## src/rtl/addsub_pkg.sv

```systemverilog
// Shared constants and state encoding for the nibble-serial add/subtract sequencer.
package addsub_pkg;

    localparam int unsigned NIBBLE_W = 4;

    localparam logic MODE_ADD = 1'b0;
    localparam logic MODE_SUB = 1'b1;

    typedef enum logic [1:0] {
        IDLE = 2'd0,
        RUN  = 2'd1,
        DONE = 2'd2
    } addsub_state_e;

endpackage

```

## src/rtl/addsub_slice.sv

```systemverilog
// Combinational 4-bit add/subtract slice; b is inverted in subtract mode and cin supplies the +1.
module addsub_slice
    import addsub_pkg::*;
(
    input  logic [NIBBLE_W-1:0] a,
    input  logic [NIBBLE_W-1:0] b,
    input  logic                mode,
    input  logic                cin,
    output logic [NIBBLE_W-1:0] sum,
    output logic                cout,
    output logic                c_msb_in
);

    logic [NIBBLE_W-1:0] b_eff;
    logic [NIBBLE_W-1:0] low_sum;

    always_comb begin
        b_eff    = (mode == MODE_SUB) ? ~b : b;
        // Low three bits added separately so the carry into bit 3 is visible for overflow.
        low_sum  = {1'b0, a[NIBBLE_W-2:0]} + {1'b0, b_eff[NIBBLE_W-2:0]}
                 + {{(NIBBLE_W-1){1'b0}}, cin};
        c_msb_in = low_sum[NIBBLE_W-1];
        sum      = {a[NIBBLE_W-1] ^ b_eff[NIBBLE_W-1] ^ c_msb_in, low_sum[NIBBLE_W-2:0]};
        cout     = (a[NIBBLE_W-1] & b_eff[NIBBLE_W-1])
                 | (c_msb_in & (a[NIBBLE_W-1] ^ b_eff[NIBBLE_W-1]));
    end

endmodule

```

## src/rtl/serial_addsub_ctrl.sv

```systemverilog
// Multi-precision add/subtract sequencer: one 4-bit slice reused LSB nibble first,
// carry chained through a register, flags captured on the final pass.
module serial_addsub_ctrl
    import addsub_pkg::*;
#(
    parameter int unsigned WIDTH = 16
) (
    input  logic             clk,
    input  logic             rst,
    input  logic             start,
    input  logic [WIDTH-1:0] a,
    input  logic [WIDTH-1:0] b,
    input  logic             mode,
    output logic             busy,
    output logic             done,
    output logic [WIDTH-1:0] result,
    output logic             carry_out,
    output logic             overflow,
    output logic             zero
);

    localparam int unsigned NIBBLES = WIDTH / NIBBLE_W;
    localparam int unsigned CntW    = $clog2(NIBBLES);

    addsub_state_e state_q, state_d;
    logic [CntW-1:0]  cnt_q, cnt_d;
    logic             carry_q, carry_d;
    logic [WIDTH-1:0] a_q, a_d, b_q, b_d;
    logic             mode_q, mode_d;
    logic [WIDTH-1:0] result_q, result_d;
    logic             cout_q, cout_d;
    logic             ovf_q, ovf_d;
    logic             zero_q, zero_d;

    logic [NIBBLE_W-1:0] s_sum;
    logic                s_cout;
    logic                s_cmsb;

    addsub_slice u_slice (
        .a        (a_q[cnt_q*NIBBLE_W +: NIBBLE_W]),
        .b        (b_q[cnt_q*NIBBLE_W +: NIBBLE_W]),
        .mode     (mode_q),
        .cin      (carry_q),
        .sum      (s_sum),
        .cout     (s_cout),
        .c_msb_in (s_cmsb)
    );

    always_comb begin
        state_d  = state_q;
        cnt_d    = cnt_q;
        carry_d  = carry_q;
        a_d      = a_q;
        b_d      = b_q;
        mode_d   = mode_q;
        result_d = result_q;
        cout_d   = cout_q;
        ovf_d    = ovf_q;
        zero_d   = zero_q;

        unique case (state_q)
            IDLE, DONE: begin
                if (start) begin
                    a_d     = a;
                    b_d     = b;
                    mode_d  = mode;
                    // Subtract is A + ~B + 1, so the initial carry equals mode.
                    carry_d = mode;
                    cnt_d   = '0;
                    state_d = RUN;
                end else begin
                    state_d = IDLE;
                end
            end
            RUN: begin
                result_d[cnt_q*NIBBLE_W +: NIBBLE_W] = s_sum;
                carry_d = s_cout;
                cnt_d   = cnt_q + 1'b1;
                if (cnt_q == CntW'(NIBBLES - 1)) begin
                    cout_d  = s_cout;
                    ovf_d   = s_cmsb ^ s_cout;
                    zero_d  = (result_d == '0);
                    state_d = DONE;
                end
            end
            default: state_d = IDLE;
        endcase
    end

    always_ff @(posedge clk) begin
        if (rst) begin
            state_q  <= IDLE;
            cnt_q    <= '0;
            carry_q  <= 1'b0;
            a_q      <= '0;
            b_q      <= '0;
            mode_q   <= MODE_ADD;
            result_q <= '0;
            cout_q   <= 1'b0;
            ovf_q    <= 1'b0;
            zero_q   <= 1'b0;
        end else begin
            state_q  <= state_d;
            cnt_q    <= cnt_d;
            carry_q  <= carry_d;
            a_q      <= a_d;
            b_q      <= b_d;
            mode_q   <= mode_d;
            result_q <= result_d;
            cout_q   <= cout_d;
            ovf_q    <= ovf_d;
            zero_q   <= zero_d;
        end
    end

    assign busy      = (state_q == RUN);
    assign done      = (state_q == DONE);
    assign result    = result_q;
    assign carry_out = cout_q;
    assign overflow  = ovf_q;
    assign zero      = zero_q;

endmodule

```

## config.mk

```make
export PLATFORM = sky130hd
export DESIGN_NAME = serial_addsub_ctrl
export DESIGN_NICKNAME = d
export VERILOG_FILES = /design/src/rtl/addsub_pkg.sv /design/src/rtl/addsub_slice.sv /design/src/rtl/serial_addsub_ctrl.sv
export SDC_FILE = /design/constraint.sdc
export NUM_CORES = 1
export LEC_CHECK = 0
export BUFFER_PORTS_ARGS = -buffer_cell sky130_fd_sc_hd__clkbuf_2
export CELL_PAD_IN_SITES_DETAIL_PLACEMENT = 0
export CELL_PAD_IN_SITES_GLOBAL_PLACEMENT = 1
export CORE_UTILIZATION = 43
export DETAILED_ROUTE_END_ITERATION = 7
export PLACE_DENSITY_LB_ADDON = 0.3
export SLEW_MARGIN = 10
export SYNTH_ARGS = -nofsm -noshare
export SYNTH_HDL_FRONTEND = slang
export SYNTH_HIERARCHICAL = 1
export SYNTH_SLANG_ARGS = --single-unit
```

## constraint.sdc

```tcl
create_clock -name clk -period 8 [get_ports clk]
set_clock_uncertainty 0.1 [all_clocks]
set_input_delay 0.4 -clock clk [delete_from_list [all_inputs] [get_ports clk]]
set_output_delay 0.4 -clock clk [all_outputs]
set_load 0.1 [all_outputs]
```

**Yosys cells after proc, flatten, opt, wreduce, memory -nomap -nowiden**

Index checks and enable logic that the tools add are counted.

- Bits of input ports: 36
- Word-level logic and storage cells: 46
- Output and inout bits: 21
- Bits in registers: 57

- Shifts and indexed selects: 4
- Reductions and logical operators: 7
- $add $sub $neg: 4
- Bitwise logic cells: 7
- Equal/unequal tests: 5
- Muxes and demuxes: 9

Operators by type and width:

| cell | number |
|---|---|
| negation 4 -> 34 bit | 1 |
| variable shift 4 x 34 -> 16 bit (first input constant) | 1 |
| indexed part select 4 x 34 -> 16 bit | 1 |
| indexed part select 16 x 5 -> 4 bit | 2 |
| bitwise mux 16 bit | 1 |
| zero test 16 bit | 1 |
| case mux 2 bit (2 select lines) | 2 |
| AND reduction 2 bit | 3 |
| adder 3 x 3 -> 4 bit | 1 |
| adder 4 x 1 -> 4 bit | 1 |
| equality test 2 bit (second input constant) | 2 |
| 2-to-1 mux 2 bit | 2 |
| 2-to-1 mux 4 bit | 1 |
| inverter 4 bit | 1 |
| bitwise XOR 1 bit | 3 |
| adder 2 x 1 -> 2 bit (second input constant) | 1 |
| bitwise AND 1 bit | 2 |
| equality test 2 x 1 -> 1 bit (second input constant) | 1 |
| zero test 2 bit | 1 |
| 2-to-1 mux 1 bit | 2 |
| != test 2 x 1 -> 1 bit (second input constant) | 1 |
| != test 2 bit (second input constant) | 1 |
| case mux 1 bit (2 select lines) | 1 |
| nonzero test 2 bit | 1 |
| 2 further kinds | 2 |

**Longest topological paths before layout**

Gate-level depths: netlist of the first run.

- Word-level depth: 9
- Mapped depth: 13
- Mapped depth without buffers: 11

**Hierarchy**

Netlist of the first run, hierarchy kept.

Modules (own cells, without submodules):

| module | sequential area each (µm²) | cells an instance | area each (µm²) | instances |
|---|---|---|---|---|
| serial_addsub_ctrl | 1141.1 | 293 | 2481.1 | 1 |
| addsub_slice | 0.0 | 17 | 160.2 | 1 |

**Worst setup path before layout of the first run**

OpenSTA, ideal clock, no wires.

- Path type: reg2reg
- From: register cnt_q[0]
- To: register zero_q, in the netlist zero
- Setup time: 0.124 ns
- Data arrival time: 3.100 ns
- Clock period less this slack: 3.324 ns
- Buffers on the path: 2
- Data required time: 7.776 ns
- Stages on the path, launching flop included: 14
- Path slack: 4.676 ns
- Path through: dfxtp_1 buf_4 buf_2 mux4_2 xor2_1 ha_1 a21oi_1 and2_1 fa_1 inv_1 nor2b_1 a21oi_1 o22ai_1 o31ai_2

- Word-level cells in the longest chain between the ends: 9
- Elaborated cells on any way between the ends: 15
- Classes of those cells: add/sub (3); eq/ne (1); shift (4); mux (2); bitwise (3); reduce/logical (2)

RTL lines:

| element | RTL line | text |
|---|---|---|
| start, declared | serial_addsub_ctrl.sv:26 | `logic [CntW-1:0] cnt_q, cnt_d;` |
| start signal, assigned | serial_addsub_ctrl.sv:104 | `cnt_q <= cnt_d;` |
| indexed part select 16 x 5 -> 4 bit | serial_addsub_ctrl.sv:41 | `.b (b_q[cnt_q*NIBBLE_W +: NIBBLE_W]),` |
| inverter 4 bit | addsub_slice.sv:18 | `b_eff = (mode == MODE_SUB) ? ~b : b;` |
| 2-to-1 mux 4 bit | addsub_slice.sv:18 |  |
| adder 3 x 3 -> 4 bit | addsub_slice.sv:20 | `low_sum = {1'b0, a[NIBBLE_W-2:0]} + {1'b0, b_eff[NIBBLE_W-2:0]}` |
| adder 4 x 1 -> 4 bit | addsub_slice.sv:21 | `+ {{(NIBBLE_W-1){1'b0}}, cin};` |
| bitwise XOR 1 bit * | addsub_slice.sv:23 | `sum = {a[NIBBLE_W-1] ^ b_eff[NIBBLE_W-1] ^ c_msb_in, low_sum[NIBBLE_W-2:0]};` |
| net s_sum[3] | serial_addsub_ctrl.sv:35 | `logic [NIBBLE_W-1:0] s_sum;` |
| indexed part select 4 x 34 -> 16 bit * | serial_addsub_ctrl.sv:76 | `result_d[cnt_q*NIBBLE_W +: NIBBLE_W] = s_sum;` |
| bitwise mux 16 bit * | serial_addsub_ctrl.sv:76 |  |
| zero test 16 bit * | serial_addsub_ctrl.sv:82 | `zero_d = (result_d == '0);` |
| end signal, assigned | serial_addsub_ctrl.sv:112 | `zero_q <= zero_d;` |
| end, declared | serial_addsub_ctrl.sv:33 | `logic zero_q, zero_d;` |

The timed path passes the listed nets; every way through them passes the cells marked *.
A chain may end at the register's enable or synchronous reset.

**Worst setup path after layout of the first run**

Ends and elaborated chain as after synthesis.

==> results.json, run 1 <==
{
  "outcome": "finished clean",
  "synth_fp_nets": 357,
  "p_int_uw": 465,
  "r2r-start": "cnt_q[0]",
  "cp.arrival_ns": 3.92,
  "insertion_delay_ns": 0.35,
  "hold_start": "a[11]",
  "cts-hold-fix-buffers": 0,
  "seqPwrFrac_pct": 46.6,
  "p_clk_share_pct": 36.5,
  "tritoncts": "done",
  "synthTopCellsByArea": "dfxtp_1 (43%), nand2_1 (11%), a21oi_1 (8.1%)",
  "finalSetupTns_ns": 0,
  "routed_via_density": 5.22,
  "rows": 28,
  "leakage_uw": 0.00131,
  "vias": 2297,
  "worstSetupPathType": "reg -> reg",
  "grt_pass1_vias": 2197,
  "synth.distinct_cells": 38,
  "syn_to_final_growth_pct": 18.3,
  "synthCells": 310,
  "cp_cell_sequence": "mux4_2 -> xor2_1 -> fa_1 -> nand3_1 -> and2_1 -> fa_1 -> inv_1 -> nor2b_1 -> a21oi_1 -> o22ai_1 -> o31ai_2",
  "routedWlPerCell_um": 13.6,
  "yosys_register_bits": 57,
  "dp_hpwl_um": 4170,
  "cts_buffer_depth": 2,
  "r2r-end": "zero",
  "cp_slowest_cell": "dfxtp_1",
  "ys_seq_area_share_pct": 43.2,
  "pin_count": 57,
  "power_uw": 661,
  "fillers": 584,
  "setup_viol": 0,
  "cp_slowest_stage_delay_ns": 0.89,
  "avgSynthCellArea_sq_um": 8.52,
  "drc": 0,
  "start_kind": "flip-flop",
  "overflow": 0,
  "drtPass1Iterations": 4,
  "grt_pass1_wl_um": 10200,
  "synth_common_cells": "nand2_1 (79), dfxtp_1 (57), a21oi_1 (43)",
  "cts_resized": 0,
  "antenna_cells": 0,
  "synthFlopType": "dfxtp_1",
  "worstRegToRegCells": 11,
  "post-route-min-period_ns": 3.80,
  "combPwrFrac_pct": 16.8,
  "gr-usage-all-layers_pct": 21.2,
  "drtAntennaViolNets": 0,
  "wl_um": 5970,
  "worstSetupEndpointType": "flip-flop",
  "yosysMostFrequentCell": "nand2_1",
  "hold_path_class": "in -> reg",
  "tightest_slew_ns": 1.15,
  "synthesis.area_sq_um": 2640,
  "multiInputGateArea_sq_um": 1400,
  "fmax_ghz": 0.263,
  "initial_core_util_pct": 44.6,
  "drive_above_1_share_pct": 24.1,
  "worstHoldPathCells": 3,
  "cpMostUsedCell": "fa_1",
  "htreeDepth": 3,
  "hold_viol_final": 0,
  "use_met2_pct": 31.4,
  "clk_pin_slew_ns": 0.06,
  "switching_share_pct": 29.7,
  "yosys_warnings": 6,
  "register_area_sq_um": 1140,
  "die_x_um": 80.4,
  "critPathRequiredTime_ns": 8.13,
  "portBuffers": 56,
  "cts-root-buf": "clkbuf_8",
  "grt_antenna_before_repair": 0,
  "place.gp.congestion": 0.852,
  "use_met3_pct": 6.70,
  "use_met1_pct": 27.4,
  "p_sw_uw": 196,
  "rrSetupSlack_ns": 4.20,
  "clock-sinks": 57,
  "vdd_drop_max_mv": 0.114,
  "synth_top_area_cell": "dfxtp_1",
  "finalCritPeriodShare_pct": 47.5,
  "crit_path_max_fanout": 19,
  "relSlewSlack_pct": 23.4,
  "cap_violations": 0,
  "rsz0062_at_grt": "false",
  "drt_iter0_drc": 217,
  "slew_violations": 0,
  "nets": 407,
  "die_area_sq_um": 6460,
  "hold_end": "a_q[11]",
  "synth_top_area_share_pct": 43.2,
  "grt_max_degree": 58,
  "async_reset_ff_share_pct": 0,
  "cts_setup_buffers": 0,
  "coreArea_sq_um": 5920,
  "fp.dieH_um": 80.4,
  "busiest_layer": "met2",
  "powerDensity_nw_per_um2": 212,
  "cts_made_buffers": 9,
  "synth_edf_count": 0
}
## power by group through the flow
stage / sequential [uW] / clock (uW) / combinational [uW]
after floorplan: 320 / 0 / 76.3
after global placement: 315 / 0 / 110
after detailed placement: 315 / 0 / 111
after CTS: 309 / 246 / 111
after global routing: 311 / 260 / 123
final: 309 / 241 / 111
## critical path: cells and delay by family, from the launching register on
kind | cells | cell delay [ns]
AOI/OAI and AO/OA | 3 | 0.41
xor gates and xnor gates | 1 | 0.16
adders and majority gates | 2 | 0.82
buffers and inverters | 1 | 0.10
DFF | 1 | 0.89
muxes | 1 | 0.61
and+or+nand+nor | 3 | 0.58
## layout by cell type (no fill, tap or decap), types with 2 or more instances in the layout
| cell | synthesis | routed |
|---|---|---|
| nand2_1 | 79 | 79 |
| fa_1 | 3 | 3 |
| clkbuf_2 | 0 | 56 |
| nand3_1 | 3 | 3 |
| ha_1 | 8 | 8 |
| nor3_1 | 2 | 2 |
| a31oi_1 | 2 | 2 |
| nand2b_1 | 4 | 4 |
| o21ai_0 | 2 | 2 |
| o22ai_1 | 3 | 3 |
| nor4_1 | 3 | 3 |
| mux4_2 | 8 | 8 |
| a22oi_1 | 15 | 15 |
| clkinv_2 | 0 | 3 |
| nor2b_1 | 5 | 4 |
| buf_4 | 2 | 2 |
| clkbuf_8 | 0 | 11 |
| dfxtp_1 | 57 | 57 |
| clkbuf_1 | 13 | 2 |
| inv_1 | 5 | 5 |
| and2_1 | 2 | 2 |
| a21oi_1 | 43 | 43 |
| xor2_1 | 5 | 5 |
| nor2_1 | 27 | 27 |
## stage by stage
stage	hold slack, ns	setup slack, ns	std cells	cell area (sq um)	utilization (%)
floorplan	0.333	4.68	310	2640	-
global placement	0.341	4.30	424	2950	49.8
detailed placement	0.348	4.21	424	2950	49.8
CTS	0.162	4.17	440	3120	52.8
global route	0.171	3.96	440	3120	52.8
finish	0.170	4.20	440	3120	52.8
## cell families after synthesis
| kind of cell | count (synthesis) | synth area share (%) |
|---|---|---|
| xor gates and xnor gates | 6 | 1.99 |
| adders and majority gates | 11 | 6.06 |
| DFF | 57 | 43.2 |
| buffers and inverters | 25 | 3.98 |
| and+or+nand+nor | 132 | 22.1 |
| muxes | 8 | 6.82 |
| AOI/OAI and AO/OA | 71 | 15.9 |
## layer usage
layer	up-vias	part of all wire, %
met1	1060	47
li1	1162	-
met5	-	0
met4	0	2.1
met3	11	5.6
met2	64	45
## area by class of cell
cell class / count / area share (%)
well taps: 75 / 3.00
inverters: 6 / 0.721
multi-input cells: 228 / 44.7
clock inverters: 3 / 0.481
clock buffers: 13 / 5.09
repair buffers: 58 / 9.45
flip-flops and latches: 57 / 36.5
## flip-flops by register name, summed over array words and instances, names as in the netlist
| register | cells |
|---|---|
| mode_q | 1 |
| cnt_q | 2 |
| carry_q | 1 |
| a_q | 16 |
| result | 16 |
| state_q | 2 |
| b_q | 16 |
| zero | 1 |
| carry_out | 1 |
| overflow | 1 |
## how the worst max path moves through the flow
stage                     slack (ns)  startpoint    to
after floorplan                 4.68    cnt_q[0]  zero
after CTS                       4.17    cnt_q[0]  zero
after global placement          4.30    cnt_q[0]  zero
after global routing            3.96    cnt_q[0]  zero
final                           4.20    cnt_q[0]  zero
after detailed placement        4.21    cnt_q[0]  zero
(Power assumes the default switching activity.)
==> run 2, diff against run 1 <==
CORE_UTILIZATION = 40   (was 43)
clock period = 3.7 ns   (was 8 ns; I/O delays follow)
==> run 2 against run 1 <==
Net effect:
- design area is 11% higher
- sequential power grew 110%
- critical path depth stayed put
- clock power increased by 100%
- register-to-register slack got worse by 3.8 ns
- critical endpoint unchanged
- largest power group unchanged
==> results.json, run 2 (synthesis results as in run 1) <==
{
  "cts_buffer_depth": 2,
  "fp.dieH_um": 83.3,
  "slew_violations": 0,
  "die_x_um": 83.3,
  "coreArea_sq_um": 6350,
  "die_area_sq_um": 6930,
  "worstSetupEndpointType": "flip-flop",
  "grt_pass1_vias": 2285,
  "outcome": "finished clean",
  "hold_start": "mode",
  "routedWlPerCell_um": 13.0,
  "portBuffers": 56,
  "r2r-start": "cnt_q[0]",
  "gr-usage-all-layers_pct": 19.1,
  "power_uw": 1430,
  "whs_ns": 0.0369,
  "tightest_slew_ns": 0.593,
  "fmax_ghz": 0.302,
  "post-route-min-period_ns": 3.31,
  "hold_end": "mode_q",
  "drc": 0,
  "worstRegToRegCells": 11,
  "placed_cell_area_sq_um": 2980,
  "cts-root-buf": "clkbuf_8",
  "cap_violations": 0,
  "rrSetupSlack_ns": 0.39,
  "drive_above_1_share_pct": 22.4,
  "grt_pass1_wl_um": 10600,
  "clk_pin_slew_ns": 0.06,
  "clock-sinks": 57,
  "routed_via_density": 5.15,
  "initial_core_util_pct": 41.6,
  "htreeDepth": 3,
  "antenna_cells": 0,
  "final_common_cell": "nand2_1",
  "drtPass1Iterations": 4,
  "leakage_uw": 0.00145,
  "syn_to_final_growth_pct": 31.0,
  "worstHoldPathCells": 3,
  "stdcell_area_sq_um": 3460,
  "nets": 442,
  "mostFrequentLayoutCells": "nand2_1 (79), dfxtp_1 (56), clkbuf_2 (56)",
  "cts_made_buffers": 9,
  "crit_path_max_fanout": 9,
  "cp.arrival_ns": 3.43,
  "worstSetupPathType": "reg -> reg",
  "grt_max_degree": 58,
  "vias": 2445,
  "r2r-end": "zero",
  "overflow": 0,
  "insertion_delay_ns": 0.33,
  "cts_setup_buffers": 0,
  "hold_viol_final": 0,
  "wl_um": 6180,
  "critPathRequiredTime_ns": 3.82,
  "setup_viol": 0,
  "relSlewSlack_pct": 60.5,
  "grt_antenna_before_repair": 0,
  "finalSetupTns_ns": 0,
  "vdd_drop_max_mv": 0.264,
  "tritoncts": "done",
  "drtAntennaViolNets": 0,
  "finalCritPeriodShare_pct": 89.6,
  "drt_iter0_drc": 141,
  "dp_hpwl_um": 4210,
  "hold_path_class": "in -> reg",
  "rows": 29,
  "rsz0062_at_grt": "false",
  "start_kind": "flip-flop",
  "utilization_pct": 54.5,
  "pin_count": 57,
  "place.gp.congestion": 0.857,
  "powerDensity_nw_per_um2": 412
}
==> run 2: cell types whose count changed in the layout (fill, tap and decap cells not counted), sizes merged <==
cell         previous run  this run
buf                     2         5
clkbuf                 69        70
clkinv                  3         0
dlygate4sd3             0        32
==> run 2: per-stage QoR <==
step | setup slack, ns | std cells
final | 0.385 | 475
after global routing | 0.123 | 475
after CTS | 0.154 | 475
after detailed placement | 0.188 | 429
after global placement | 0.271 | 429
after floorplan | 0.376 | 310
==> run 2: how the worst max path moves through the flow <==
stage | startpoint | end | slack, ns
finish | cnt_q[0] | zero | 0.39
global route | cnt_q[0] | zero | 0.12
CTS | cnt_q[0] | zero | 0.15
detailed placement | cnt_q[0] | zero | 0.19
global placement | cnt_q[0] | zero | 0.27
floorplan | cnt_q[0] | zero | 0.38
==> run 2: cell type report <==
type                            instances  area (sq um)
Sequential cell                        57          1140
Tap cell                               77          96.3
Inverter                                6          22.5
Fill cell                             633          2890
Timing Repair Buffer                   93           638
Clock buffer                           14           163
Multi-Input combinational cell        228          1400
==> run 2: where the power goes <==
| group | switching, uW | total [uW] | internal (uW) | leakage [uW] |
|---|---|---|---|---|
| clock network | 218 | 490 | 273 | 0.0000826 |
| logic | 160 | 271 | 111 | 0.000904 |
| registers | 21.8 | 664 | 643 | 0.000466 |
| total | 399 | 1430 | 1030 | 0.00145 |
==> run 2: critical path, cell delays in order (launching register included) <==
cell and delay [ns]:
dfxtp_2 0.49, mux4_2 0.55, xor2_1 0.16, fa_1 0.41, nand3_1 0.11, and2_1 0.15
fa_1 0.41, inv_1 0.10, nor2b_1 0.33, a21oi_1 0.11, o22ai_1 0.18, o31ai_2 0.09
==> run 2: what timing repair did <==
item	CTS	global route
hold buffers	32	0
resized for setup	0	1
endpoints found under the hold margin	32	0
setup endpoints to repair	0	1
==> run 2: layer usage <==
layer / GRT usage (%) / part of all wire (%) / up-vias
li1: - / - / 1228
met1: 23.4 / 44 / 1151
met2: 32.0 / 50 / 57
met3: 5.57 / 4.3 / 9
met4: 6.27 / 1.5 / 0
met5: 0 / 0 / -
==> run 3, diff against run 2 <==
CORE_MARGIN = 5   (was not set)
CORE_UTILIZATION = 39   (was 40)
SYNTH_HIERARCHICAL = not set   (was 1)
==> run 3 against run 2 <==
Net effect:
- critical path depth is the same
- total power grew 4.7%
- synthesized cell count grew 3.2%
- critical endpoint unchanged
- largest cell class unchanged
- final cell count grew 3.8%
==> results.json, run 3 <==
{
  "synth_xor_area_share_pct": 1.66,
  "hold_path_class": "in -> reg",
  "drive_above_1_share_pct": 21.3,
  "synth_mux_area_share_pct": 6.82,
  "wl_um": 6640,
  "cts_made_buffers": 9,
  "initial_core_util_pct": 39.5,
  "rrSetupSlack_ns": 0.31,
  "antenna_cells": 0,
  "coreArea_sq_um": 6680,
  "syn_to_final_growth_pct": 33.2,
  "cap_violations": 0,
  "critPathRequiredTime_ns": 3.84,
  "portBuffers": 56,
  "finalSetupTns_ns": 0,
  "register_area_sq_um": 1140,
  "r2r-end": "zero",
  "use_met3_pct": 3.69,
  "cts-root-buf": "clkbuf_8",
  "grt_antenna_before_repair": 0,
  "overflow": 0,
  "utilization_pct": 52.6,
  "fillers": 675,
  "grt_pass1_wl_um": 11200,
  "nets": 456,
  "worstRegToRegCells": 11,
  "gr-usage-all-layers_pct": 16.3,
  "drc": 0,
  "die_area_sq_um": 8510,
  "yosys_warnings": 0,
  "whs_ns": 0.0190,
  "avgSynthCellArea_sq_um": 8.25,
  "mostFrequentLayoutCells": "nand2_1 (81), dfxtp_1 (56), clkbuf_2 (56)",
  "hold_start": "mode",
  "insertion_delay_ns": 0.32,
  "synth-simple-area-share_pct": 23.4,
  "rsz0062_at_grt": "false",
  "synth_top_area_share_pct": 43.2,
  "synthFlopType": "dfxtp_1",
  "yosysMostFrequentCell": "nand2_1",
  "synthTopCellsByArea": "dfxtp_1 (43%), nand2_1 (12%), a21oi_1 (9.1%)",
  "synth_compound_area_share_pct": 14.4,
  "crit_path_max_fanout": 5,
  "drt_iter0_drc": 94,
  "clk_pin_slew_ns": 0.06,
  "die_x_um": 92.3,
  "start_kind": "flip-flop",
  "setup_viol": 0,
  "post-route-min-period_ns": 3.39,
  "synth_common_cells": "nand2_1 (81), dfxtp_1 (57), a21oi_1 (48)",
  "synth_edf_count": 0,
  "multiInputGateArea_sq_um": 1380,
  "fp.dieH_um": 92.3,
  "ys_seq_area_share_pct": 43.2,
  "cts_setup_buffers": 0,
  "power_uw": 1490,
  "synthesis.area_sq_um": 2640,
  "routedWlPerCell_um": 13.5,
  "hold_viol_final": 0,
  "outcome": "finished clean",
  "tritoncts": "done",
  "use_met1_pct": 21.2,
  "yosys_register_bits": 57,
  "synth_fp_nets": 367,
  "use_met2_pct": 27.4,
  "vdd_drop_max_mv": 0.243,
  "async_reset_ff_share_pct": 0,
  "synth_top_family_by_area": "simple AND/OR/NAND/NOR gates",
  "hold_end": "mode_q",
  "relSlewSlack_pct": 54.1,
  "placed_cell_area_sq_um": 3010,
  "powerDensity_nw_per_um2": 424,
  "synthAdderAreaFrac_pct": 6.07,
  "dp_hpwl_um": 4800,
  "synthCells": 320,
  "routed_via_density": 5.00,
  "worstSetupPathType": "reg -> reg",
  "grt_max_degree": 57,
  "worstHoldPathCells": 3,
  "worstSetupEndpointType": "flip-flop",
  "fmax_ghz": 0.295,
  "tightest_slew_ns": 0.686,
  "cp.arrival_ns": 3.53,
  "cts_buffer_depth": 2,
  "r2r-start": "cnt_q[0]",
  "stdcell_area_sq_um": 3520,
  "synth_top_area_cell": "dfxtp_1",
  "vias": 2463,
  "finalCritPeriodShare_pct": 91.7,
  "pin_count": 57,
  "rows": 30,
  "final_common_cell": "nand2_1",
  "place.gp.congestion": 0.834,
  "synth.distinct_cells": 35,
  "drtAntennaViolNets": 0,
  "htreeDepth": 3,
  "leakage_uw": 0.00147,
  "drtPass1Iterations": 5,
  "clock-sinks": 57,
  "busiest_layer": "met2",
  "slew_violations": 0,
  "grt_pass1_vias": 2415
}
==> run 3: how the worst max path moves through the flow <==
stage                        start   end  slack [ns]
after floorplan           cnt_q[0]  zero       0.008
after global placement    cnt_q[0]  zero        0.19
after detailed placement  cnt_q[0]  zero        0.12
after CTS                 cnt_q[0]  zero        0.12
after global routing      cnt_q[0]  zero        0.05
final                     cnt_q[0]  zero        0.31
==> run 3: layout make-up <==
cell class              instances  area share [%]
inverters                      10            1.07
repair buffers                 98            19.3
flip-flops and latches         57            32.5
well taps                      80            2.85
clock inverters                 4            1.28
clock buffers                  11            3.74
multi-input cells             233            39.3
==> run 3: cells by family after synthesis <==
family,count (synthesis)
adder cells (fa/ha/maj),11
AO/OA/AOI/OAI,68
buffers and inverters,30
flip-flops,57
multiplexers,8
AND/OR/NAND/NOR,141
XOR/XNOR,5
==> run 3: routing by layer <==
metal | routed length, um | up-vias | part of all wire [%]
met2 | 3270 | 38 | 49
met5 | 0 | - | 0
met4 | 36 | 0 | 0.54
met1 | 3070 | 1155 | 46
li1 | - | 1265 | -
met3 | 255 | 5 | 3.8
==> run 3: power breakdown <==
group	internal, uW	total [uW]	switching [uW]
logic	119	293	174
registers	643	664	20.8
clock network	304	535	231
total	1070	1490	427
==> run 3: through the flow <==
| stage | std cells | setup slack [ns] |
|---|---|---|
| global placement | 445 | 0.186 |
| detailed placement | 445 | 0.118 |
| finish | 493 | 0.306 |
| global route | 493 | 0.0512 |
| floorplan | 320 | 0.00774 |
| CTS | 493 | 0.120 |
==> run 3: repair_timing <==
| item | 4_1_cts | 5_1_grt |
|---|---|---|
| hold buffers | 33 | 0 |
| gates resized for setup | 0 | 2 |
| endpoints found under the setup margin | 0 | 1 |
| hold endpoints to repair | 33 | 0 |
==> run 3: worst max-delay path: stages, from the launching register on <==
cell	delay [ns]
dfxtp_2	0.40
mux4_2	0.53
xnor2_1	0.16
fa_1	0.44
nor2b_1	0.13
o21ai_1	0.09
nand2_1	0.09
fa_1	0.42
a41oi_1	0.17
nor2_1	0.05
or4_1	0.50
o31ai_1	0.23
